`config.mk`:
```
export PLATFORM = sky130hd
export DESIGN_NAME = if_fetch_flat
export DESIGN_NICKNAME = d
export VERILOG_FILES = /design/src/rtl/if_fetch_if.sv /design/src/rtl/if_fetch.sv /design/src/flat_wrapper.sv
export SDC_FILE = /design/constraint.sdc
export NUM_CORES = 1
export LEC_CHECK = 0
export ABC_CLOCK_PERIOD_IN_PS = 6150
export BUFFER_PORTS_ARGS = -buffer_cell sky130_fd_sc_hd__buf_2
export CAP_MARGIN = 30
export CORE_AREA = 2 2 102 104
export CTS_CLUSTER_DIAMETER = 80
export CTS_CLUSTER_SIZE = 12
export DETAILED_ROUTE_END_ITERATION = 7
export DIE_AREA = 0 0 104 106
export PLACE_DENSITY = 0.74
export RECOVER_POWER = 25
export SYNTH_ARGS = -nofsm -noshare
export SYNTH_HDL_FRONTEND = slang
export SYNTH_SLANG_ARGS = --single-unit
export TNS_END_PERCENT = 5
```
`constraint.sdc`:
```
create_clock -name clk -period 6.15 [get_ports clk]
set_clock_uncertainty 0.15 [all_clocks]
set_input_delay 0.3075 -clock clk [delete_from_list [all_inputs] [get_ports clk]]
set_output_delay 0.3075 -clock clk [all_outputs]
set_load 0.03 [all_outputs]
```
`src/rtl/if_fetch_if.sv`:
```
// if_fetch_if: instruction memory read bus and decode-side valid/ready bus of the fetch stage
interface if_fetch_if #(
  parameter int ADDR_W = 17,
  parameter int INSN_W = 32
);
  logic              imem_req;
  logic [ADDR_W-1:0] imem_addr;
  logic              imem_ack;
  logic [INSN_W-1:0] imem_rdata;
  logic              id_valid;
  logic [INSN_W-1:0] id_insn;
  logic [ADDR_W-1:0] id_pc;
  logic              id_ready;
  modport master (
    output imem_req, imem_addr, id_valid, id_insn, id_pc,
    input  imem_ack, imem_rdata, id_ready
  );
  modport slave (
    input  imem_req, imem_addr, id_valid, id_insn, id_pc,
    output imem_ack, imem_rdata, id_ready
  );
endinterface

```
`src/rtl/if_fetch.sv`:
```
// if_fetch: fetch front end with req/ack imem reads, 2-entry FIFO to decode, flush; IF_FETCH_STALL_CNT_EN adds stall_cnt
module if_fetch #(
  parameter int ADDR_W = 17,
  parameter int INSN_W = 32
) (
  input  logic              clk,
  input  logic              rst,
  input  logic [ADDR_W-1:0] pc_i,
  output logic              pc_adv,
  input  logic              flush,
  if_fetch_if.master        bus
`ifdef IF_FETCH_STALL_CNT_EN
  , output logic [15:0]     stall_cnt
`endif
);
  typedef enum logic [1:0] {IDLE, RUN, DROP} state_t;
  state_t            state, state_nx;
  logic [1:0]        count;
  logic              rd_ptr, wr_ptr;
  logic [ADDR_W-1:0] drop_addr;
  logic [INSN_W-1:0] insn_q [2];
  logic [ADDR_W-1:0] pc_q [2];
  logic              fire, push, pop;
  assign bus.id_valid = count != 2'd0;
  assign bus.id_insn  = insn_q[rd_ptr];
  assign bus.id_pc    = pc_q[rd_ptr];
  // request generation, handshake qualification and next state
  always_comb begin
    bus.imem_req  = (state == RUN && count != 2'd2) || state == DROP;
    bus.imem_addr = state == DROP ? drop_addr : pc_i;
    fire          = bus.imem_req && bus.imem_ack;
    push          = state == RUN && fire && !flush;
    pop           = bus.id_valid && bus.id_ready && !flush;
    pc_adv        = push;
    state_nx      = state == IDLE ? RUN :
                    state == RUN  ? ((flush && bus.imem_req && !bus.imem_ack) ? DROP : RUN) :
                    (bus.imem_ack ? RUN : DROP);
  end
  // state, orphaned-request address and FIFO occupancy
  always_ff @(posedge clk) begin
    if (rst) begin
      state     <= IDLE;
      count     <= 2'd0;
      rd_ptr    <= 1'b0;
      wr_ptr    <= 1'b0;
      drop_addr <= '0;
    end else begin
      state <= state_nx;
      if (state == RUN && flush && bus.imem_req && !bus.imem_ack) drop_addr <= pc_i;
      if (flush) begin
        count  <= 2'd0;
        rd_ptr <= 1'b0;
        wr_ptr <= 1'b0;
      end else begin
        count <= count + {1'b0, push} - {1'b0, pop};
        if (push) wr_ptr <= ~wr_ptr;
        if (pop) rd_ptr <= ~rd_ptr;
      end
    end
  end
  // FIFO storage; contents are qualified by count so need no reset
  always_ff @(posedge clk) begin
    if (push) begin
      insn_q[wr_ptr] <= bus.imem_rdata;
      pc_q[wr_ptr]   <= pc_i;
    end
  end
`ifdef IF_FETCH_STALL_CNT_EN
  // saturating count of cycles where decode is ready but has nothing to take
  always_ff @(posedge clk) begin
    if (rst) stall_cnt <= '0;
    else if (state != IDLE && bus.id_ready && !bus.id_valid && stall_cnt != 16'hFFFF) stall_cnt <= stall_cnt + 16'd1;
  end
`endif
endmodule

```
`src/flat_wrapper.sv`:
```
// flat-port wrapper written by rule: the top's interface ports become plain ports
module if_fetch_flat 
#(
  parameter int ADDR_W = 17,
  parameter int INSN_W = 32
)
  (clk, rst, pc_i, pc_adv, flush, bus_imem_req, bus_imem_addr, bus_id_valid, bus_id_insn, bus_id_pc, bus_imem_ack, bus_imem_rdata, bus_id_ready);
  if_fetch_if #(.ADDR_W(ADDR_W), .INSN_W(INSN_W)) bus_i ();
  input  logic clk;
  input  logic rst;
  input  logic [ADDR_W-1:0] pc_i;
  output logic pc_adv;
  input  logic flush;
  output wire logic [$bits(bus_i.imem_req)-1:0] bus_imem_req;
  output wire logic [$bits(bus_i.imem_addr)-1:0] bus_imem_addr;
  output wire logic [$bits(bus_i.id_valid)-1:0] bus_id_valid;
  output wire logic [$bits(bus_i.id_insn)-1:0] bus_id_insn;
  output wire logic [$bits(bus_i.id_pc)-1:0] bus_id_pc;
  input wire logic [$bits(bus_i.imem_ack)-1:0] bus_imem_ack;
  input wire logic [$bits(bus_i.imem_rdata)-1:0] bus_imem_rdata;
  input wire logic [$bits(bus_i.id_ready)-1:0] bus_id_ready;
  assign bus_imem_req = bus_i.imem_req;
  assign bus_imem_addr = bus_i.imem_addr;
  assign bus_id_valid = bus_i.id_valid;
  assign bus_id_insn = bus_i.id_insn;
  assign bus_id_pc = bus_i.id_pc;
  assign bus_i.imem_ack = bus_imem_ack;
  assign bus_i.imem_rdata = bus_imem_rdata;
  assign bus_i.id_ready = bus_id_ready;
  if_fetch #(.ADDR_W(ADDR_W), .INSN_W(INSN_W)) u_core (.clk(clk), .rst(rst), .pc_i(pc_i), .pc_adv(pc_adv), .flush(flush), .bus(bus_i));
endmodule
```
==> flow_metrics.env <==
export IMPL_synth_nets=341
export IMPL_die_width_um=104
export IMPL_pwr_share_seq=0.450
export IMPL_rsz0062_at_grt="false"
export IMPL_cts_buffers=17
export IMPL_power_frac_comb=0.076
export IMPL_irDropWorstVdd_mv=0.1733
export IMPL_synthCells=285
export IMPL_crit_type="reg2out"
export IMPL_cts_max_path_buffers=2
export IMPL_tritoncts="built"
export IMPL_avgViaCountPerCell=4.795
export IMPL_setup_viol=0
export IMPL_antenna_left=0
export IMPL_p_per_area_nw_per_um2=305.4
export IMPL_antenna_cells=0
export IMPL_switchingPower_w=0.0004059
export IMPL_hold_viol=0
export IMPL_path_clk_slew_ns=0.06
export IMPL_io_buffers=122
export IMPL_grt_overflow_total=0
export IMPL_clkSinkCount=122
export IMPL_syn_mean_instance_area_um2=16.99
export IMPL_synth_cell_types=26
export IMPL_post_route_period_util=0.4476
export IMPL_period_needed_ns=2.753
export IMPL_first_global_vias=3056
export IMPL_grt_pass1_wl_mm=14.61
export IMPL_cp_end_kind="output port"
export IMPL_ys_seq_elements=122
export IMPL_dpl_hpwl_mm=5.723
export IMPL_wl_mm=9.482
export IMPL_rows=37
export IMPL_critPathMaxFanout=18
export IMPL_placed_area_um2=5623
export IMPL_area_growth_pct=37.66
export IMPL_yosysSeqAreaShare=0.7068
export IMPL_dp_slack_ns=3.887
export IMPL_start_util=0.4844
export IMPL_place_congestion=0.7072
export IMPL_start_kind="flip-flop"
export IMPL_coreArea_um2=10000
export IMPL_drc=0
export IMPL_htreeDepth=4
export IMPL_grt_antenna_before_repair=0
export IMPL_fin_nets=522
export IMPL_die_h_um=106
export IMPL_relSlewSlack=0.3487
export IMPL_drt_pass1_iter_count=4
export IMPL_hold_class="in2reg"
export IMPL_die_area_um2=11020
export IMPL_required_ns=5.69
export IMPL_cts_resized=0
export IMPL_grt_use_total=0.1755
export IMPL_cp_arrival_ns=2.30
export IMPL_p_clk_frac=0.474
export IMPL_tightestPinTransition_ns=0.9770
export IMPL_maxCapViolCount=0
export IMPL_tns_ns=0
export IMPL_grt_start_max_net_pins=50
export IMPL_post_cts_setup_buffer_count=0
export IMPL_vias=2949
export IMPL_outcome="finished clean"
export IMPL_max_freq_mhz=363.2
export IMPL_yosysWarnings=0
export IMPL_setup_ws_ns=3.397
export IMPL_final_area_um2=6668
export IMPL_cts_hold_buf=50
export IMPL_drt_iter0_drc=112
export IMPL_wl_per_cell_um=15.42
export IMPL_cts_root_buf="clkbuf_8"
export IMPL_p_leak_nw=2.474
export IMPL_drive_gt1_frac=0.4175
export IMPL_p_sw_frac=0.1993
export IMPL_clk_latency_ns=0.51
export IMPL_p_int_w=0.001630
export IMPL_netlist_area_um2=4843
export IMPL_ios=123
export IMPL_maxSlewViolCount=0
worst max-delay path, stage by stage, from the launching register on:
cell      delay, ns
dfxtp_1        0.38
nand2b_1       0.78
mux2_2         0.44
buf_2          0.18
cells in the mapped netlist, drive strengths merged:
cell	instances	area (um2)
nor3	2	10.01
nor2	9	33.78
buf	8	46.30
inv	3	11.26
clkinv	1	5.000
nor2b	2	20.02
or4b	1	13.76
clkbuf	6	22.52
mux2	67	758.2
or2	2	12.51
o21ai	2	10.01
xor2	2	17.52
and2	1	6.260
mux2i	17	170.2
o21ba	1	10.01
nand2b	36	232.7
dfxtp	24	480.5
nor4b	1	15.01
edfxtp	98	2943
ha	2	25.02
placed cells by master (no fill, tap or decap), drive strengths merged:
cell	instances
nor4b	1
or2	2
clkinv	7
dlygate4sd3	50
mux2	67
o21ai	2
or4b	1
bufinv	4
nor3	2
nand2b	36
edfxtp	98
nor2	9
buf	95
mux2i	17
o21ba	1
ha	2
inv	3
dfxtp	24
xor2	2
nor2b	2
and2	1
clkbuf	53
state kept, by name (all words and copies together), names as in the netlist, named ones only:
signal and flops:
u_core.count 2, u_core.drop_addr 17, u_core.insn_q 64, u_core.pc_q 34, u_core.rd_ptr 1, u_core.state 2
u_core.wr_ptr 1
path summary, 6_finish.rpt:
path | startpoint | to | slack (ns) | depth (start not counted)
hold reg to reg | u_core.drop_addr[15]$_SDFFE_PP0P_ | u_core.drop_addr[15]$_SDFFE_PP0P_ | 0.32 | 2
setup reg to reg | u_core.state[1]$_SDFF_PP0_ | u_core.count[1]$_SDFF_PP0_ | 3.89 | 8
setup / recovery | u_core.state[0]$_SDFF_PP0_ | bus_imem_addr[15] | 3.40 | 3
hold / removal | flush | u_core.count[0]$_SDFF_PP0_ | 0.03 | 3
metrics by stage:
step | util | power, W | std cells | hold WS (ns)
global route | 0.6668 | 0.002101 | 615 | 0.04346
detailed placement | 0.5623 | 0.001066 | 533 | 0.3142
finish | 0.6668 | 0.002036 | 615 | 0.03297
floorplan | - | 0.001015 | 285 | 0.2564
CTS | 0.6705 | 0.002063 | 615 | 0.01003
global placement | 0.5603 | 0.001063 | 532 | 0.3059
cell families after synthesis:
kind of cell,after synthesis,share of synthesized area
AOI/OAI and AO/OA,3,0.004133
xor gates and xnor gates,2,0.003617
adders and majority gates,2,0.005166
buffers and inverters,18,0.01757
DFF,122,0.7068
muxes,84,0.1917
and+or+nand+nor,54,0.07104
power by group through the flow:
stage | Sequential [W] | Combinational [W] | Clock (W)
after detailed placement | 0.000932 | 0.000134 | 0
final | 0.000916 | 0.000155 | 0.000965
after global placement | 0.000932 | 0.000131 | 0
after floorplan | 0.000931 | 0.0000842 | 0
after CTS | 0.000915 | 0.000159 | 0.000988
after global routing | 0.000916 | 0.000167 | 0.00102
layout make-up:
type,instances,area [um2]
clock buffer,22,432.9
clock inverter,10,148.9
fill,743,3332
inverter,4,16.27
multi-input combinational,145,1359
sequential,122,3425
tap,136,170.2
timing repair buffer,176,1116
layer usage:
metal  global-route usage  vias up  part of all wire
met5                    0        -                 0
met4              0.06564        0             0.014
met3              0.06131       12             0.056
met2               0.2993       94              0.50
met1               0.2056     1426              0.43
li1                     -     1417                 -
Note: power is estimated with default switching activity, not from simulation.
